===== config.mk =====
export PLATFORM = sky130hd
export DESIGN_NAME = dm_access_ctrl
export DESIGN_NICKNAME = d
export VERILOG_FILES = /design/src/rtl/dm_access_ctrl.sv
export SDC_FILE = /design/constraint.sdc
export NUM_CORES = 1
export LEC_CHECK = 0
export CAP_MARGIN = 20
export CORE_MARGIN = 3
export CORE_UTILIZATION = 39
export CTS_BUF_LIST = sky130_fd_sc_hd__clkbuf_4 sky130_fd_sc_hd__clkbuf_8
export CTS_CLUSTER_SIZE = 12
export DETAILED_ROUTE_END_ITERATION = 10
export GPL_ROUTABILITY_DRIVEN = 0
export PLACE_DENSITY = 0.78
export SLEW_MARGIN = 20
export SYNTH_ARGS = -nofsm -noshare
export SYNTH_HDL_FRONTEND = slang
export SYNTH_SLANG_ARGS = --single-unit

===== constraint.sdc =====
create_clock -name clk -period 2.3 [get_ports clk]
set_input_delay 0.69 -clock clk [delete_from_list [all_inputs] [get_ports clk]]
set_output_delay 0.69 -clock clk [all_outputs]
set_load 0.02 [all_outputs]

===== src/rtl/dm_access_ctrl.sv =====
// dm_access_ctrl: MEM-stage data-memory access controller.
// Checks load/store alignment, builds byte enables and lane-replicated store
// data, and runs a req/ack handshake to a wait-state data memory. While it
// waits, it stalls the pipeline. A completed load's raw word is registered
// together with its byte offset and opcode for the WB-stage extension unit.
// Optional feature: define DM_TIMEOUT_EN to abort a WAIT that lasts
// TIMEOUT_CYC cycles without bus_ack. An abort raises bus_err for one cycle.
module dm_access_ctrl #(
  parameter int TIMEOUT_CYC = 255,
  parameter int CNT_W       = 8
) (
  input  logic        clk,
  input  logic        rst_n,
  input  logic        mem_valid,
  input  logic        mem_we,
  input  logic [2:0]  mem_op,
  input  logic [31:0] addr,
  input  logic [31:0] wdata,
  input  logic        bus_ack,
  input  logic [31:0] bus_rdata,
  output logic        bus_req,
  output logic        bus_we,
  output logic [29:0] bus_addr,
  output logic [3:0]  bus_be,
  output logic [31:0] bus_wdata,
  output logic        stall,
  output logic        ld_valid,
  output logic [31:0] ld_data,
  output logic [1:0]  ld_a,
  output logic [2:0]  ld_op,
  output logic        exc_adel,
  output logic        exc_ades,
  output logic        bus_err
);

  // The counter must be able to hold the timeout limit.
  if ((TIMEOUT_CYC >> CNT_W) != 0) begin : g_bad_cnt_w
    $error("CNT_W too narrow for TIMEOUT_CYC");
  end

  typedef enum logic {S_IDLE, S_WAIT} state_t;

  state_t      state;
  logic [2:0]  op_q;
  logic [1:0]  off_q;

  logic        is_byte;
  logic        is_half;
  logic        is_word;
  logic        misaligned;
  logic [3:0]  be_nxt;
  logic [31:0] wdata_nxt;
  logic        abort;

`ifdef DM_TIMEOUT_EN
  localparam logic [CNT_W-1:0] CNT_LIM = CNT_W'(TIMEOUT_CYC - 1);
  logic [CNT_W-1:0] cnt;

  // Abort on the last allowed WAIT cycle; a simultaneous bus_ack wins.
  assign abort = (state == S_WAIT) && !bus_ack && (cnt == CNT_LIM);
`else
  assign abort = 1'b0;
  assign bus_err = 1'b0;
`endif

  // Decode access size, alignment and the lane-aligned store image.
  always_comb begin
    // NOTE: every always_comb output gets a default first so no path can infer a latch.
    is_byte   = 1'b0;
    is_half   = 1'b0;
    be_nxt    = 4'b1111;
    wdata_nxt = wdata;
    if (mem_we) begin
      is_byte = (mem_op == 3'b001);
      is_half = (mem_op == 3'b011);
    end else begin
      is_byte = (mem_op == 3'b001) || (mem_op == 3'b010);
      is_half = (mem_op == 3'b011) || (mem_op == 3'b100);
    end
    is_word    = !is_byte && !is_half;
    misaligned = (is_half && addr[0]) || (is_word && (addr[1:0] != 2'b00));
    if (mem_we && is_byte) begin
      be_nxt    = 4'b0001 << addr[1:0];
      wdata_nxt = {4{wdata[7:0]}};
    end else if (mem_we && is_half) begin
      be_nxt    = addr[1] ? 4'b1100 : 4'b0011;
      wdata_nxt = {2{wdata[15:0]}};
    end
  end

  // Freeze the pipeline while a request is being accepted or is outstanding.
  // Stall is held low during reset, which abandons any access.
  assign stall = rst_n &&
                 (((state == S_IDLE) && mem_valid && !misaligned) ||
                  ((state == S_WAIT) && !bus_ack && !abort));

  // Handshake FSM with registered bus, load-return and exception outputs.
  // NOTE: sequential state uses non-blocking assignments only, so every flop samples pre-edge values.
  always_ff @(posedge clk or negedge rst_n) begin
    if (!rst_n) begin
      state     <= S_IDLE;
      bus_req   <= 1'b0;
      bus_we    <= 1'b0;
      bus_addr  <= '0;
      bus_be    <= '0;
      bus_wdata <= '0;
      op_q      <= '0;
      off_q     <= '0;
      ld_valid  <= 1'b0;
      ld_data   <= '0;
      ld_a      <= '0;
      ld_op     <= '0;
      exc_adel  <= 1'b0;
      exc_ades  <= 1'b0;
`ifdef DM_TIMEOUT_EN
      cnt       <= '0;
      bus_err   <= 1'b0;
`endif
    end else begin
      ld_valid <= 1'b0;
      exc_adel <= 1'b0;
      exc_ades <= 1'b0;
`ifdef DM_TIMEOUT_EN
      bus_err  <= 1'b0;
`endif
      unique case (state)
        S_IDLE: begin
          if (mem_valid) begin
            if (misaligned) begin
              exc_adel <= !mem_we;
              exc_ades <= mem_we;
            end else begin
              bus_req   <= 1'b1;
              bus_we    <= mem_we;
              bus_addr  <= addr[31:2];
              bus_be    <= be_nxt;
              bus_wdata <= wdata_nxt;
              op_q      <= mem_op;
              off_q     <= addr[1:0];
              state     <= S_WAIT;
`ifdef DM_TIMEOUT_EN
              cnt       <= '0;
`endif
            end
          end
        end
        S_WAIT: begin
          if (bus_ack) begin
            bus_req <= 1'b0;
            state   <= S_IDLE;
            if (!bus_we) begin
              ld_valid <= 1'b1;
              ld_data  <= bus_rdata;
              ld_a     <= off_q;
              ld_op    <= op_q;
            end
          end else if (abort) begin
            bus_req <= 1'b0;
            state   <= S_IDLE;
`ifdef DM_TIMEOUT_EN
            bus_err <= 1'b1;
`endif
          end else begin
`ifdef DM_TIMEOUT_EN
            cnt <= cnt + 1'b1;
`endif
          end
        end
        default: state <= S_IDLE;
      endcase
    end
  end

endmodule


==> results of run 1 <==
[registers in the layout, summed over array words and instances (netlist names)]
signal / flops
ld_a: 2
bus_we: 1
bus_be: 4
state: 1
bus_req: 1
ld_data: 32
ld_op: 3
op_q: 3
ld_valid: 1
off_q: 2
bus_wdata: 32
bus_addr: 30
exc_ades: 1
exc_adel: 1
[cell type report]
| class | count | area, µm² | share of cell area, % |
|---|---|---|---|
| Sequential cell | 114 | 2853 | 36.30 |
| Timing Repair Buffer | 244 | 2390 | 30.41 |
| Multi-Input combinational cell | 190 | 1962 | 24.96 |
| Clock buffer | 19 | 261.5 | 3.327 |
| Tap cell | 168 | 210.2 | 2.675 |
| Clock inverter | 13 | 160.2 | 2.038 |
| Inverter | 6 | 22.52 | 0.2866 |
[layout by cell type (no fill, tap or decap), types with 3 or more instances in the layout]
| cell | synthesis | final |
|---|---|---|
| o21ai_0 | 3 | 3 |
| mux2_2 | 67 | 67 |
| mux2i_1 | 10 | 10 |
| a21oi_1 | 10 | 10 |
| buf_12 | 0 | 3 |
| nand2b_1 | 3 | 3 |
| o22ai_1 | 10 | 10 |
| clkbuf_8 | 0 | 19 |
| bufinv_16 | 0 | 3 |
| clkdlybuf4s50_1 | 0 | 203 |
| clkinvlp_4 | 0 | 5 |
| clkinv_2 | 0 | 3 |
| nor2_1 | 10 | 10 |
| dfrtp_1 | 114 | 114 |
| inv_1 | 6 | 6 |
| mux2_4 | 45 | 45 |
| buf_4 | 1 | 33 |
| nand2_1 | 14 | 14 |
[cells by family after synthesis]
group / count (synthesis)
other: 1
DFF: 114
and+or+nand+nor: 39
AOI/OAI and AO/OA: 28
buffers and inverters: 24
muxes: 122
[worst min path at each step]
stage	start	cells past startpoint	to	slack, ns
after floorplan	rst_n	0	bus_addr[0]	0.39
after global placement	bus_req	2	bus_req	0.47
after detailed placement	bus_wdata[18]	1	bus_wdata[18]	0.49
after CTS	rst_n	2	bus_wdata[30]	0.38
after global routing	rst_n	2	bus_wdata[30]	0.40
final	rst_n	2	bus_wdata[30]	0.37
[power groups by stage]
stage | Sequential [mW] | Combinational (mW) | Clock, mW
6_report | 3.05 | 3.57 | 1.94
4_1_cts | 3.06 | 3.62 | 2.00
3_5_place_dp | 3.08 | 3.58 | 0
3_3_place_gp | 3.06 | 3.53 | 0
5_1_grt | 3.14 | 3.76 | 2.09
2_1_floorplan | 3.88 | 0.935 | 0
[routing by layer]
metal	routed length [µm]	global-route usage, %
met3	1409	10.10
met4	187	6.374
met5	0	0
met1	4985	21.32
met2	6071	29.83
[repair_timing]
action | 4_1_cts | 5_1_grt
setup endpoints to repair | 74 | 1
endpoints found under the hold margin | 0 | 0
pin swaps | 6 | 1
resized for setup | 42 | 1
buffers inserted | 10 | 0
[through the flow]
stage	setup TNS (ns)	util (%)	setup slack [ns]	power [mW]	std cells
6_report	-0.04018	64.62	-0.04018	8.563	754
2_1_floorplan	-0.09782	-	-0.09782	4.814	328
4_1_cts	-0.03545	64.55	-0.03545	8.675	754
3_5_place_dp	-62.90	60.37	-1.106	6.665	712
5_1_grt	-0.07113	64.62	-0.07113	8.998	754
3_3_place_gp	-57.21	60.37	-1.052	6.582	712
[worst max-delay path: cells and delay by family]
family,cells,cell delay [ns]
and+or+nand+nor,1,0.30
AOI/OAI and AO/OA,3,0.41
buffers and inverters,2,0.24
==> summary.txt, run 1 <==
status - complete, but fails checks
failing checks - negative setup slack
Peak VDD IR - 0.5638 mV
GRT Total Usage - 18.67%
nets - 677
xor/xnor share of the synthesized area - 0%
port buffer count - 212
final hold violation count - 0
final worst slack - -0.04018 ns
htree depth - 4
clk buf depth - 2
Critical Path End - stall
Inserted Clock Buffers - 17
R2R cell count - 12
Switching Share - 32.10%
final critical-path share of the clock period - 101.7%
# IOs - 214
P_int - 5.815 mW
Leakage - 3.521 nW
share of power burned in registers - 35.6%
post-synthesis sequential area ratio - 58.06%
Power Dens Cells - 1090 nW/µm²
FP Rows - 40
capturing point of the worst reg2reg path - bus_wdata[29]
Avg WL per Cell - 16.78 µm
reg-to-reg startpoint - state
post-synth top area share - 58.06%
Avg Inst Size Synth - 14.98 µm²
maximum number of pins on one net before global-route repair - 66
register-to-register setup slack - 0.19 ns
post-synthesis cell count - 328
clock-pin transition on the worst setup and hold timing paths - 0.07 ns
Tmin final - 2.340 ns
vias - 3526
top cells by area, synth - dfrtp_1, mux2_2, mux2_4, mux2i_1, buf_6
Top FF cell, synth - dfrtp_1
TritonCTS clock tree - done
Clock power frac - 22.6%
DP HPWL - 9227 µm
share of layout cells above drive strength 1 - 32.59%
Netlist cell types - 33
area leader, netlist - dfrtp_1
Synth Area in Adders - 0%
Post-Syn Nets - 432
clk_lat worst skew - 0.43 ns
WP data arrival - 1.65 ns
worst min path class - primary input to asynchronous set/reset pin
Die H - 118.2 µm
crit path max fanout - 4
GRT overflow - 0
core region area - 12160 µm²
number of remaining DRC errors - 0
Max Cap Viol - 0
number of synthesized flops with an enable pin - 0
Critical Path, Cell by Cell - buf_8 -> nor4b_4 -> o21ba_4 -> o21bai_4 -> a21boi_4 -> buf_6
Post-synth top cells - dfrtp_1, mux2_2, mux2_4, nand2_1
CP Capture Type - output pin
switching power - 2.749 mW
WHS - 0.3722 ns
post-synthesis compound-gate area fraction - 3.540%
most common cell in the synthesized netlist - dfrtp_1
Worst Skew - 0.01203 ns
largest family of logic cells by synthesized area - multiplexers
worst path required time - 1.61 ns
CTS Hold Bufs - 0
clock sink total - 114
WL final - 12650 µm
Synth Cell Area - 4913 µm²
vias per cell - 4.676
# fillers - 935
First-pass DRT Iterations - 4
crit path max-delay cell type - nor4b_4
antenna violations before repair - 0
placed inst area - 7342 µm²
Slew Viols, Final - 0
Synth Warn # - 0
vias in the first global route - 3887
unrepaired setup endpoints after global routing - yes
final antenna-violating net count - 0
flops & latches, synth - 114
Critical Path Start - mem_we
area delta synth->final - 59.94%
simple-gate share of the synthesized area - 4.176%
Slew headroom - 47.38%
critical path type - primary input to output pin
root buffer cell - clkbuf_8
startpoint type of the worst setup path - primary input
Starting Density - 40.40%
final instance area - 7859 µm²
maximum clock rate - 0.4273 GHz
multiplexer area fraction after synthesis - 31.14%
die area - 13980 µm²
Synth async-reset ratio - 100.0%
Crit path largest cell delay - 0.30 ns
combinational power share - 41.7%
ant diodes - 0
Worst Tran Pin Value - 0.7893 ns
# setup viols final - 1
initial DRC count - 139
wire length of the first global-routing pass - 20760 µm
die width - 118.2 µm
Note: power is estimated with default switching activity, not from simulation.
==> inputs of run 2 (changes only) <==
Settings changed: CTS_CLUSTER_DIAMETER from default to 30, SETUP_SLACK_MARGIN from default to 0.4, SKIP_LAST_GASP from default to 1.
==> run 2 against run 1 <==
  * The run still ends with negative setup slack left
  * Highest routed layer unchanged
  * Final area is 2.5% higher
  * Die area did not move
  * Total power shrank 4.4%
  * Wire length grew 6.7%
  * Via count increased by 2.8%
  * Sequential share of layout area fell by 0.88 points
==> summary.txt, run 2 (same netlist as run 1, synthesis figures left out) <==
status - complete, but fails checks
failing checks - negative setup slack
vias per cell - 4.720 (+0.93%)
final hold violation count - 0 (unchanged)
critical path type - primary input to output pin
htree depth - 4 (unchanged)
share of power burned in registers - 36.9% (+1.3 points)
placed cells - 712 (unchanged)
TritonCTS clock tree - done
register-to-register setup slack - 0.34 ns (+0.15 ns)
final instance area - 8054 µm² (+2.5%)
Clock power frac - 23.6% (+1.0 points)
Die H - 118.2 µm (unchanged)
Max Cap Viol - 0 (unchanged)
Leakage - 3.856 nW (+9.5%)
final critical-path share of the clock period - 102.9% (+1.1 points)
WP data arrival - 1.68 ns (+0.03 ns)
share of layout cells above drive strength 1 - 35.00% (+2.4 points)
area delta synth->final - 63.92%
CTS Hold Bufs - 0 (unchanged)
crit path max fanout - 5 (+1)
antenna violations before repair - 0 (unchanged)
clk buf depth - 2 (unchanged)
First-pass DRT Iterations - 4 (unchanged)
worst min path class - primary input to asynchronous set/reset pin
# setup viols final - 1 (unchanged)
port buffer count - 212 (unchanged)
DP HPWL - 9495 µm (+2.9%)
Crit path largest cell delay - 0.31 ns (about the same)
Peak VDD IR - 0.4626 mV (-18%)
capturing point of the worst reg2reg path - op_q[0]
Slew headroom - 47.64% (+0.26 points)
reg-to-reg startpoint - state
Inserted Clock Buffers - 17 (unchanged)
Worst Skew - 0.006449 ns (-0.005582 ns)
clk_lat worst skew - 0.42 ns (about the same)
combinational power share - 39.4% (-2.3 points)
initial DRC count - 100 (-28%)
Overall Power - 8.188 mW (-4.4%)
maximum clock rate - 0.4226 GHz (-1.1%)
final antenna-violating net count - 0 (unchanged)
root buffer cell - clkbuf_8
final setup TNS - -0.06654 ns (-0.02636 ns)
# IOs - 214 (unchanged)
Slew Viols, Final - 0 (unchanged)
P_int - 5.461 mW (-6.1%)
Final Non-Filler Cells - 768 (+1.9%)
unrepaired setup endpoints after global routing - yes
wire length of the first global-routing pass - 21540 µm (+3.8%)
vias in the first global route - 3953 (+1.7%)
startpoint type of the worst setup path - primary input
Critical Path, Cell by Cell - buf_12 -> nor4b_4 -> o21ba_4 -> o21bai_4 -> a21boi_4 -> buf_6
GRT overflow - 0 (unchanged)
commonest non-fill, non-tap cell in the layout - dfrtp_1
final worst slack - -0.06654 ns (-0.02636 ns)
crit path max-delay cell type - nor4b_4
Tmin final - 2.367 ns (+0.02636 ns)
clock sink total - 114 (unchanged)
biggest regs - bus_wdata (32), ld_data (32), bus_addr (30)
CP Capture Type - output pin
Power Dens Cells - 1017 nW/µm² (-6.7%)
Avg WL per Cell - 17.57 µm (+4.7%)
most frequent cells in the layout - dfrtp_1, dlygate4sd2_1, clkdlybuf4s50_1
switching power - 2.727 mW (-0.81%)
number of remaining DRC errors - 0 (unchanged)
placed inst area - 7335 µm² (-0.10%)
WL final - 13500 µm (+6.7%)
Starting Density - 40.40% (unchanged)
Worst Tran Pin Value - 0.7854 ns (-0.003894 ns)
WHS - 0.3807 ns (+0.008461 ns)
die area - 13980 µm² (unchanged)
worst path required time - 1.61 ns (about the same)
FP Rows - 40 (unchanged)
maximum number of pins on one net before global-route repair - 65 (-1.5%)
Post-Route Utilization - 66.22% (+1.6 points)
ant diodes - 0 (unchanged)
core region area - 12160 µm² (unchanged)
nets - 692 (+2.2%)
clock-pin transition on the worst setup and hold timing paths - 0.07 ns (about the same)
R2R cell count - 9 (-3)
die width - 118.2 µm (unchanged)
pre-CTS setup slack - -1.100 ns (+0.006510 ns)
Switching Share - 33.30% (+1.2 points)
vias - 3625 (+2.8%)
GRT Total Usage - 19.50% (+0.84 points)
## run 2: changes by cell type in the layout (fill, tap and decap cells not counted), sizes merged
cell / before / now
buf: 39 / 50
bufbuf: 0 / 1
clkbuf: 19 / 26
clkdlybuf4s15: 1 / 10
clkdlybuf4s50: 203 / 95
clkinvlp: 5 / 2
dlygate4sd2: 1 / 98
## run 2: area by class of cell
class	count	area [µm²]
Sequential cell	114	2853
Tap cell	168	210.2
Inverter	6	22.52
Clock inverter	10	133.9
Multi-Input combinational cell	190	1962
Timing Repair Buffer	259	2596
Fill cell	948	4108
Clock buffer	21	276.5
## run 2: worst max path at each step
stage	from	endpoint	cells past startpoint
6_report	mem_op[0]	stall	6
5_1_grt	mem_op[0]	stall	6
4_1_cts	mem_we	stall	6
3_5_place_dp	mem_op[0]	stall	6
3_3_place_gp	mem_op[0]	stall	6
2_1_floorplan	mem_op[0]	stall	6
## run 2: per-layer routing
metal / GRT usage, % / wire (µm) / vias to the layer above
li1: - / - / 1685
met1: 22.63 / 5213 / 1762
met2: 31.55 / 6629 / 157
met3: 8.995 / 1400 / 21
met4: 7.399 / 252 / 0
met5: 0 / 0 / -
## run 2: repair_timing
action | in CTS | in global routing
pin swaps | 6 | 5
cloned | 4 | 3
endpoints found under the setup margin | 185 | 57
buffers inserted | 8 | 10
resized for setup | 163 | 19
## run 2: critical path: cells and delay by family
kind | cells | cell delay [ns]
buf+inv | 2 | 0.24
compound gates | 3 | 0.42
simple gates | 1 | 0.31
## run 2: power by group through the flow
stage               clock, mW  combinational (mW)  sequential [mW]
floorplan                   0               0.935             3.88
global placement            0                3.52             3.06
detailed placement          0                3.58             3.08
CTS                      2.00                3.21             3.03
global route             2.08                3.42             3.11
finish                   1.94                3.23             3.02
